--- src/rtl/adc128s_pkg.sv ---
// adc128s shared constants: channel table reset values and frame field positions.
// ADC128S_RAMP_EN (in adc128s.sv) enables the per-frame channel ramp.
package adc128s_pkg;

    localparam int NUM_CH   = 8;
    localparam int DATA_W   = 12;
    localparam int ADDR_MSB = 13;
    localparam int ADDR_LSB = 11;

    localparam logic [DATA_W-1:0] RAMP_STEP = 12'h010;

    // Index 0 is the rightmost entry: ch7 = volume, ch2 = B3.
    localparam logic [NUM_CH-1:0][DATA_W-1:0] CH_RST = {
        12'hFFF, 12'h000, 12'h000, 12'h000,
        12'h000, 12'h800, 12'h000, 12'h000
    };

endpackage

--- src/rtl/adc128s_spi_sync_edge.sv ---
// spi_sync_edge: multi-flop synchronizer with rise/fall pulses taken
// against one further delayed copy of the synchronized level.
module spi_sync_edge
    import adc128s_pkg::*;
#(
    parameter int   STAGES  = 2,
    parameter logic RST_VAL = 1'b0
) (
    input  logic clk,
    input  logic rst,
    input  logic d,
    output logic lvl,
    output logic rise,
    output logic fall
);

    logic [STAGES-1:0] sync_q, sync_d;
    logic              dly_q, dly_d;

    always_comb begin
        sync_d = STAGES'({sync_q, d});
        dly_d  = sync_q[STAGES-1];
    end

    always_ff @(posedge clk) begin
        if (rst) begin
            sync_q <= {STAGES{RST_VAL}};
            dly_q  <= RST_VAL;
        end else begin
            sync_q <= sync_d;
            dly_q  <= dly_d;
        end
    end

    assign lvl  = sync_q[STAGES-1];
    assign rise = lvl & ~dly_q;
    assign fall = ~lvl & dly_q;

endmodule

--- src/rtl/adc128s.sv ---
// adc128s: ADC128S022-style SPI slave returning table[addr of previous frame].
// Define ADC128S_RAMP_EN to bump the returned channel by RAMP_STEP per full frame.
module adc128s
    import adc128s_pkg::*;
#(
    parameter int FRAME_BITS  = 16,
    parameter int SYNC_STAGES = 2
) (
    input  logic clk,
    input  logic rst,
    input  logic SS_n,
    input  logic SCLK,
    input  logic MOSI,
    output logic MISO
);

    localparam int CNT_W = $clog2(FRAME_BITS + 1);
    localparam logic [CNT_W-1:0] CNT_FULL = CNT_W'(FRAME_BITS);

    logic ss_lvl, ss_rise, ss_fall;
    logic sclk_lvl, sclk_rise, sclk_fall;

    spi_sync_edge #(.STAGES(SYNC_STAGES), .RST_VAL(1'b1)) u_ss (
        .clk(clk), .rst(rst), .d(SS_n),
        .lvl(ss_lvl), .rise(ss_rise), .fall(ss_fall)
    );

    spi_sync_edge #(.STAGES(SYNC_STAGES), .RST_VAL(1'b0)) u_sclk (
        .clk(clk), .rst(rst), .d(SCLK),
        .lvl(sclk_lvl), .rise(sclk_rise), .fall(sclk_fall)
    );

    logic [SYNC_STAGES-1:0] mosi_q, mosi_d;
    logic [CNT_W-1:0]       cnt_q, cnt_d;
    logic [FRAME_BITS-1:0]  rx_q, rx_d;
    logic [FRAME_BITS-1:0]  tx_q, tx_d;
    logic [2:0]             addr_q, addr_d;
    logic [NUM_CH-1:0][DATA_W-1:0] tbl;
    logic                   mosi_s;

    assign mosi_s = mosi_q[SYNC_STAGES-1];

`ifdef ADC128S_RAMP_EN
    logic [NUM_CH-1:0][DATA_W-1:0] tbl_q, tbl_d;
    assign tbl = tbl_q;
`else
    assign tbl = CH_RST;
`endif

    always_comb begin
        mosi_d = SYNC_STAGES'({mosi_q, MOSI});
        cnt_d  = cnt_q;
        rx_d   = rx_q;
        tx_d   = tx_q;
        addr_d = addr_q;
`ifdef ADC128S_RAMP_EN
        tbl_d  = tbl_q;
`endif
        // SS_n rise has priority over any SCLK edge seen in the same clk.
        if (ss_rise) begin
            cnt_d = '0;
            tx_d  = '0;
            if (cnt_q == CNT_FULL) begin
                addr_d = rx_q[ADDR_MSB:ADDR_LSB];
`ifdef ADC128S_RAMP_EN
                tbl_d[addr_q] = tbl_q[addr_q] + RAMP_STEP;
`endif
            end
        end else if (ss_fall) begin
            cnt_d = '0;
            rx_d  = '0;
            tx_d  = FRAME_BITS'(tbl[addr_q]);
        end else if (ss_lvl) begin
            cnt_d = '0;
            tx_d  = '0;
        end else begin
            if (sclk_rise && cnt_q != CNT_FULL) begin
                rx_d  = {rx_q[FRAME_BITS-2:0], mosi_s};
                cnt_d = cnt_q + 1'b1;
            end
            if (sclk_fall) begin
                tx_d = {tx_q[FRAME_BITS-2:0], 1'b0};
            end
        end
    end

    always_ff @(posedge clk) begin
        if (rst) begin
            mosi_q <= '0;
            cnt_q  <= '0;
            rx_q   <= '0;
            tx_q   <= '0;
            addr_q <= '0;
`ifdef ADC128S_RAMP_EN
            tbl_q  <= CH_RST;
`endif
        end else begin
            mosi_q <= mosi_d;
            cnt_q  <= cnt_d;
            rx_q   <= rx_d;
            tx_q   <= tx_d;
            addr_q <= addr_d;
`ifdef ADC128S_RAMP_EN
            tbl_q  <= tbl_d;
`endif
        end
    end

    assign MISO = tx_q[FRAME_BITS-1] & ~ss_lvl;

    logic unused_sclk_lvl;
    assign unused_sclk_lvl = sclk_lvl;

endmodule

--- config.mk ---
export PLATFORM = sky130hd
export DESIGN_NAME = adc128s
export DESIGN_NICKNAME = d
export VERILOG_FILES = /design/src/rtl/adc128s_pkg.sv /design/src/rtl/adc128s_spi_sync_edge.sv /design/src/rtl/adc128s.sv
export SDC_FILE = /design/constraint.sdc
export NUM_CORES = 1
export LEC_CHECK = 0
export ABC_AREA = 0
export BUFFER_PORTS_ARGS = -buffer_cell sky130_fd_sc_hd__buf_2
export CAP_MARGIN = 40
export CORE_AREA = 2 2 60 73
export DETAILED_ROUTE_END_ITERATION = 16
export DIE_AREA = 0 0 62 75
export PLACE_DENSITY = 0.78
export SLEW_MARGIN = 30
export SYNTH_ARGS = -nofsm -noshare
export SYNTH_HDL_FRONTEND = slang
export SYNTH_SLANG_ARGS = --single-unit
--- constraint.sdc ---
create_clock -name clk -period 1.6 [get_ports clk]
set_input_delay 0.16 -clock clk [delete_from_list [all_inputs] [get_ports clk]]
set_output_delay 0.16 -clock clk [all_outputs]
set_load 0.005 [all_outputs]
# ---- Word level (Yosys, flattened, before mapping)
# Memory sizes are Yosys's and may differ from the RTL's. A register that Yosys moved wholly into a read port is not among the register bits.
# Cells that the tools add are included.
dict set report op_classes {
  eq_ne 3
  n_bitwise 10
  mux 9
  addsub 1
  n_lt_le_gt_ge 1
  n_reduce_logical 7
}
# operator count
set ops {}
lappend ops {{$mux 12} 4}
lappend ops {{$mux 14} 3}
lappend ops {{$mux 3} 2}
lappend ops {{$add 5x1->5 const B} 1}
lappend ops {{$and 1x1->1} 5}
lappend ops {{$eq 5x5->1 const B} 1}
lappend ops {{$ne 5x5->1 const B} 1}
lappend ops {{$not 1->1} 5}
lappend ops {{$lt 3x4->1 const B} 1}
lappend ops {{$reduce_or 4->1} 1}
lappend ops {{$reduce_and 3->1} 1}
lappend ops {{$reduce_bool 3->1} 1}
lappend ops {{$ne 2x2->1 const B} 1}
lappend ops {{$reduce_and 2->1} 1}
lappend ops {{$reduce_bool 2->1} 1}
lappend ops {{$reduce_or 2->1} 1}
lappend ops {{$logic_and 1x1->1} 1}
dict set report word_totals {
  wordCells 42
  reg_bits 46
  n_memories 1
  romBits 96
  output_inout_bits 1
  inputBits 5
}
# name depth width rd rd_ports_with_merged_regs write_ports line_no
set mem_list {}
lappend mem_list {{(name not given)} 8 12 1 1 0 adc128s.sv:72} ;# tx_d = FRAME_BITS'(tbl[addr_q]);

# ---- Depth between registers and ports, before layout
dict set report logic_depth {
  word_depth 6
  depth_mapped 7
  mapped_depth_nobuf 5
}

# ---- Modules after synthesis
# Synthesis repeated with hierarchy kept, for this count alone.
dict set report unflattened {
  cells_unflattened 198
  hier_area_um2 1815.5
}
# mod area_per_inst_um2 cells_each instances seq_area_each_um2
set by_module_without_submodules {}
lappend by_module_without_submodules {adc128s 1631.6 182 1 840.8}
lappend by_module_without_submodules {{spi_sync_edge at u_ss} 92.6 8 1 60.1}
lappend by_module_without_submodules {{spi_sync_edge at u_sclk} 91.3 8 1 60.1}

# ---- Worst setup path after synthesis
# No wires, ideal clock.
dict set report synth_path {
  path_type {register to register}
  startpoint {register cnt_q[0]}
  endpoint {register cnt_q[2]}
  path_buffers 1
  stages_incl_launch_ff 7
  arrival_ns 1.465
  setup_ns 0.070
  path_slack_ns 0.065
  synth_period_minus_slack_ns 1.535
  cell_sequence {dfxtp_1 -> inv_1 -> ha_1 -> nor4bb_2 -> buf_6 -> or4_1 -> a21oi_1}
}
dict set report synth_between {
  elab_chain_len 2
}
# element line_no
set synth_rtl {}
lappend synth_rtl {{start: declaration} adc128s.sv:34} ;# logic [CNT_W-1:0] cnt_q, cnt_d;
lappend synth_rtl {{start signal: assignment} adc128s.sv:99} ;# cnt_q <= cnt_d;
lappend synth_rtl {{branches (longest 2 deep; another with $add 5x1->5)} -}
# Parallel ways; which one is timed is not known.
# A chain may end at the register's enable or synchronous reset.

# ---- Worst setup path in the final report
# Same ends and word-level chain as after synthesis.

==> flow_metrics.tcl <==
set metrics [dict create \
    grtUsageMet1 0.191 \
    drv_cap 0 \
    p_leak_uw 0.000734 \
    fin_area_um2 2190 \
    clk_latency_ns 0.30 \
    dieArea_um2 4650 \
    cts.reportedPaths.clkPinSlew_ns 0.08 \
    end_kind "flip-flop" \
    finalSetupTns_ns 0 \
    cts_tree "done" \
    grtUsageMet2 0.265 \
    hp-start "SS_n" \
    dp_cells 258 \
    grt_pass1_wl_um 5630 \
    regArea_um2 962 \
    wirelength_um 3210 \
    grt_pass1_vias 1322 \
    cp.required_ns 1.83 \
    overflow 0 \
    via_count 1406 \
    worstHoldPathCells 2 \
    fin_worst_skew_ns 0.00798 \
    fp.coreArea_um2 3910 \
    switchingPower_uw 432 \
    critPathLaunchType "flip-flop" \
    diodes 0 \
    drt-initial-drc-count 55 \
    grt_max_degree 17 \
    antenna_found_initial 0 \
    layout_commonest_cell "dfxtp_1" \
    r2r-start "cnt_q[0]$_SDFFE_PP0P_" \
    relSlewSlack 0.699 \
    rows 25 \
    pwr-share-clk 0.440 \
    r2r-end "cnt_q[2]$_SDFFE_PP0P_" \
    drive_above_1_share 0.166 \
    period_share 0.965 \
    start_util 0.492 \
    peakVddDrop_uv 853 \
    reg2reg_depth 6 \
    p_int_uw 1850 \
    fillers 357 \
    ys_seq_elements 48 \
    mostFrequentLayoutCells "47 x dfxtp_1, 17 x nand2b_1, 14 x buf_4, 13 x a21oi_1, 13 x o22ai_1" \
    nets 218 \
    placement.setup.worst_slack_ns 0.0315 \
    yosysUniqueCellTypes 36 \
    layoutNonFillerInstCount 265 \
    gp_congestion 0.744 \
    busiest_layer "met2" \
    place_area_um2 2050 \
    syn_avg_cell_area_um2 9.76 \
    syn_to_final_growth_pct 14.1 \
    final.min_clock_period_ns 1.54 \
    timing.fmax_mhz 647 \
    grt_use_total 0.163 \
    worstPathMaxFanout 3 \
    h-tree-depth 2 \
    met3_usage 0.0498 \
    synth-warning-count 0 \
    cts-root-buf "clkbuf_8" \
    syn-instance-count 197 \
    critical_path_arrival_ns 1.78 \
    sequentialPowerShare 0.531 \
    avgViaCountPerCell 5.31 \
    p_comb_frac 0.029 \
    ctsLongestPathBuffers 2 \
    ios 6 \
    numCtsBuffers 5 \
    syn_area_um2 1920 \
    tightest_slew_ns 0.450 \
    outcome "finished clean" \
    place_hpwl_um 2240 \
    cts_hold_buf 0 \
    worstSetupPathType "flip-flop to flip-flop" \
    ff2ff_setup_slack_ns 0.06 \
    ys_seq_area_frac 0.500 \
    hp-class "input pin to flip-flop" \
    power.density_nw_per_um2 1040 \
    die_width_um 62 \
    slew_viol_final 0 \
    setup_ws_ns 0.0553 \
    hold_viol 0 \
    clock-sinks 48 \
    setup_viol 0 \
    hold_end "u_ss.sync_q[0]$_SDFF_PP1_" \
    multi_input_area_um2 886 \
    dr.pass1.iters 4 \
    port_buffers 5 \
    wl_per_cell_um 12.1 \
    synth_fp_nets 204 \
    power_switching_share 0.189 \
    fp.dieH_um 75 \
    rsz0062_at_grt "yes" \
    hold_slack_ns 0.0407 \
    drc 0 \
    drtAntennaViolNets 0 \
]
==> worst max-delay path, cell delays in order (launching register included) <==
cell	delay, ns
dfxtp_2	0.33
inv_1	0.05
ha_1	0.19
nor4bb_2	0.16
buf_4	0.15
or4_4	0.47
a21oi_2	0.13
==> registers in the layout, indices dropped and copies added, names as in the netlist, named ones only <==
register	count
u_sclk.sync_q	2
u_ss.dly_q	1
cnt_q	5
u_ss.sync_q	2
u_sclk.dly_q	1
mosi_q	2
tx_q	16
rx_q	14
addr_q	3
==> final cells by class <==
class	count	share of cell area
well taps	54	0.0308
clock inverters	2	0.0274
inverters	5	0.00856
multi-input cells	132	0.404
clock buffers	5	0.0314
flip-flops and latches	48	0.439
repair buffers	19	0.0593
==> stage by stage <==
| stage | power, uW | utilization |
|---|---|---|
| floorplan | 1280 | - |
| global placement | 1300 | 0.525 |
| detailed placement | 1300 | 0.525 |
| CTS | 2290 | 0.558 |
| global route | 2350 | 0.561 |
| finish | 2280 | 0.561 |
==> worst max path at each step <==
stage,from,end,slack (ns),depth (start not counted)
floorplan,cnt_q[0]$_SDFFE_PP0P_,cnt_q[2]$_SDFFE_PP0P_,0.07,6
global route,cnt_q[0]$_SDFFE_PP0P_,rx_q[7]$_SDFFE_PP0P_,-0.006,7
global placement,cnt_q[0]$_SDFFE_PP0P_,cnt_q[2]$_SDFFE_PP0P_,0.09,6
CTS,cnt_q[0]$_SDFFE_PP0P_,cnt_q[2]$_SDFFE_PP0P_,0.02,6
detailed placement,cnt_q[0]$_SDFFE_PP0P_,cnt_q[2]$_SDFFE_PP0P_,0.03,6
finish,cnt_q[0]$_SDFFE_PP0P_,cnt_q[2]$_SDFFE_PP0P_,0.06,6
==> cell usage after synthesis <==
master / number / area (um^2)
o32ai_1: 1 / 8.76
a211oi_4: 1 / 20.0
and3_1: 1 / 6.26
nand3b_1: 2 / 15.0
buf_2: 6 / 30.0
dfxtp_1: 48 / 961
nor3_1: 1 / 5.00
or2_1: 3 / 18.8
buf_6: 2 / 22.5
nor4bb_2: 1 / 16.3
nand2_2: 1 / 6.26
o21ai_1: 2 / 10.0
a21oi_1: 15 / 75.1
o2111ai_1: 1 / 8.76
and2_1: 10 / 62.6
nand4_1: 1 / 6.26
o22ai_1: 13 / 81.3
or4_1: 1 / 7.51
nor2_1: 2 / 7.51
nor2_2: 1 / 6.26
clkbuf_1: 4 / 15.0
ha_1: 2 / 25.0
nand3_1: 8 / 40.0
o221a_1: 10 / 113
o31ai_4: 1 / 21.3
inv_1: 5 / 18.8
nor2b_1: 10 / 62.6
nand2b_1: 17 / 106
xnor2_1: 2 / 17.5
o21ai_0: 6 / 30.0
nand2_1: 12 / 45.0
nand4bb_1: 1 / 11.3
nor4_1: 1 / 6.26
o2bb2ai_1: 1 / 8.76
or3_1: 3 / 18.8
o211ai_1: 1 / 7.51
==> what timing repair did <==
item / in CTS / in global routing
endpoints found under the setup margin: 0 / 7
endpoints found under the hold margin: 0 / 0
resized for setup: 0 / 4
setup buffers: 0 / 0
==> cells by family after synthesis <==
kind of cell,count (synthesis),share of synthesized area
buffers and inverters,17,0.0449
XOR/XNOR,2,0.00912
AND/OR/NAND/NOR,76,0.233
AO/OA/AOI/OAI,52,0.200
adder cells (fa/ha/maj),2,0.0130
flip-flops,48,0.500
==> power groups by stage <==
stage | sequential [uW] | combinational (uW) | clock (uW)
after detailed placement | 1240 | 66.3 | 0
after floorplan | 1230 | 49.7 | 0
final | 1210 | 66.8 | 1000
after CTS | 1210 | 66.9 | 1010
after global placement | 1240 | 66.7 | 0
after global routing | 1210 | 73.1 | 1060
==> metal layers <==
metal | part of all wire | wire (um) | up-vias
met5 | 0 | 0 | -
met4 | 0.027 | 85 | 0
met3 | 0.027 | 88 | 10
met2 | 0.49 | 1570 | 12
met1 | 0.45 | 1460 | 659
li1 | - | - | 725
(Power assumes the default switching activity.)
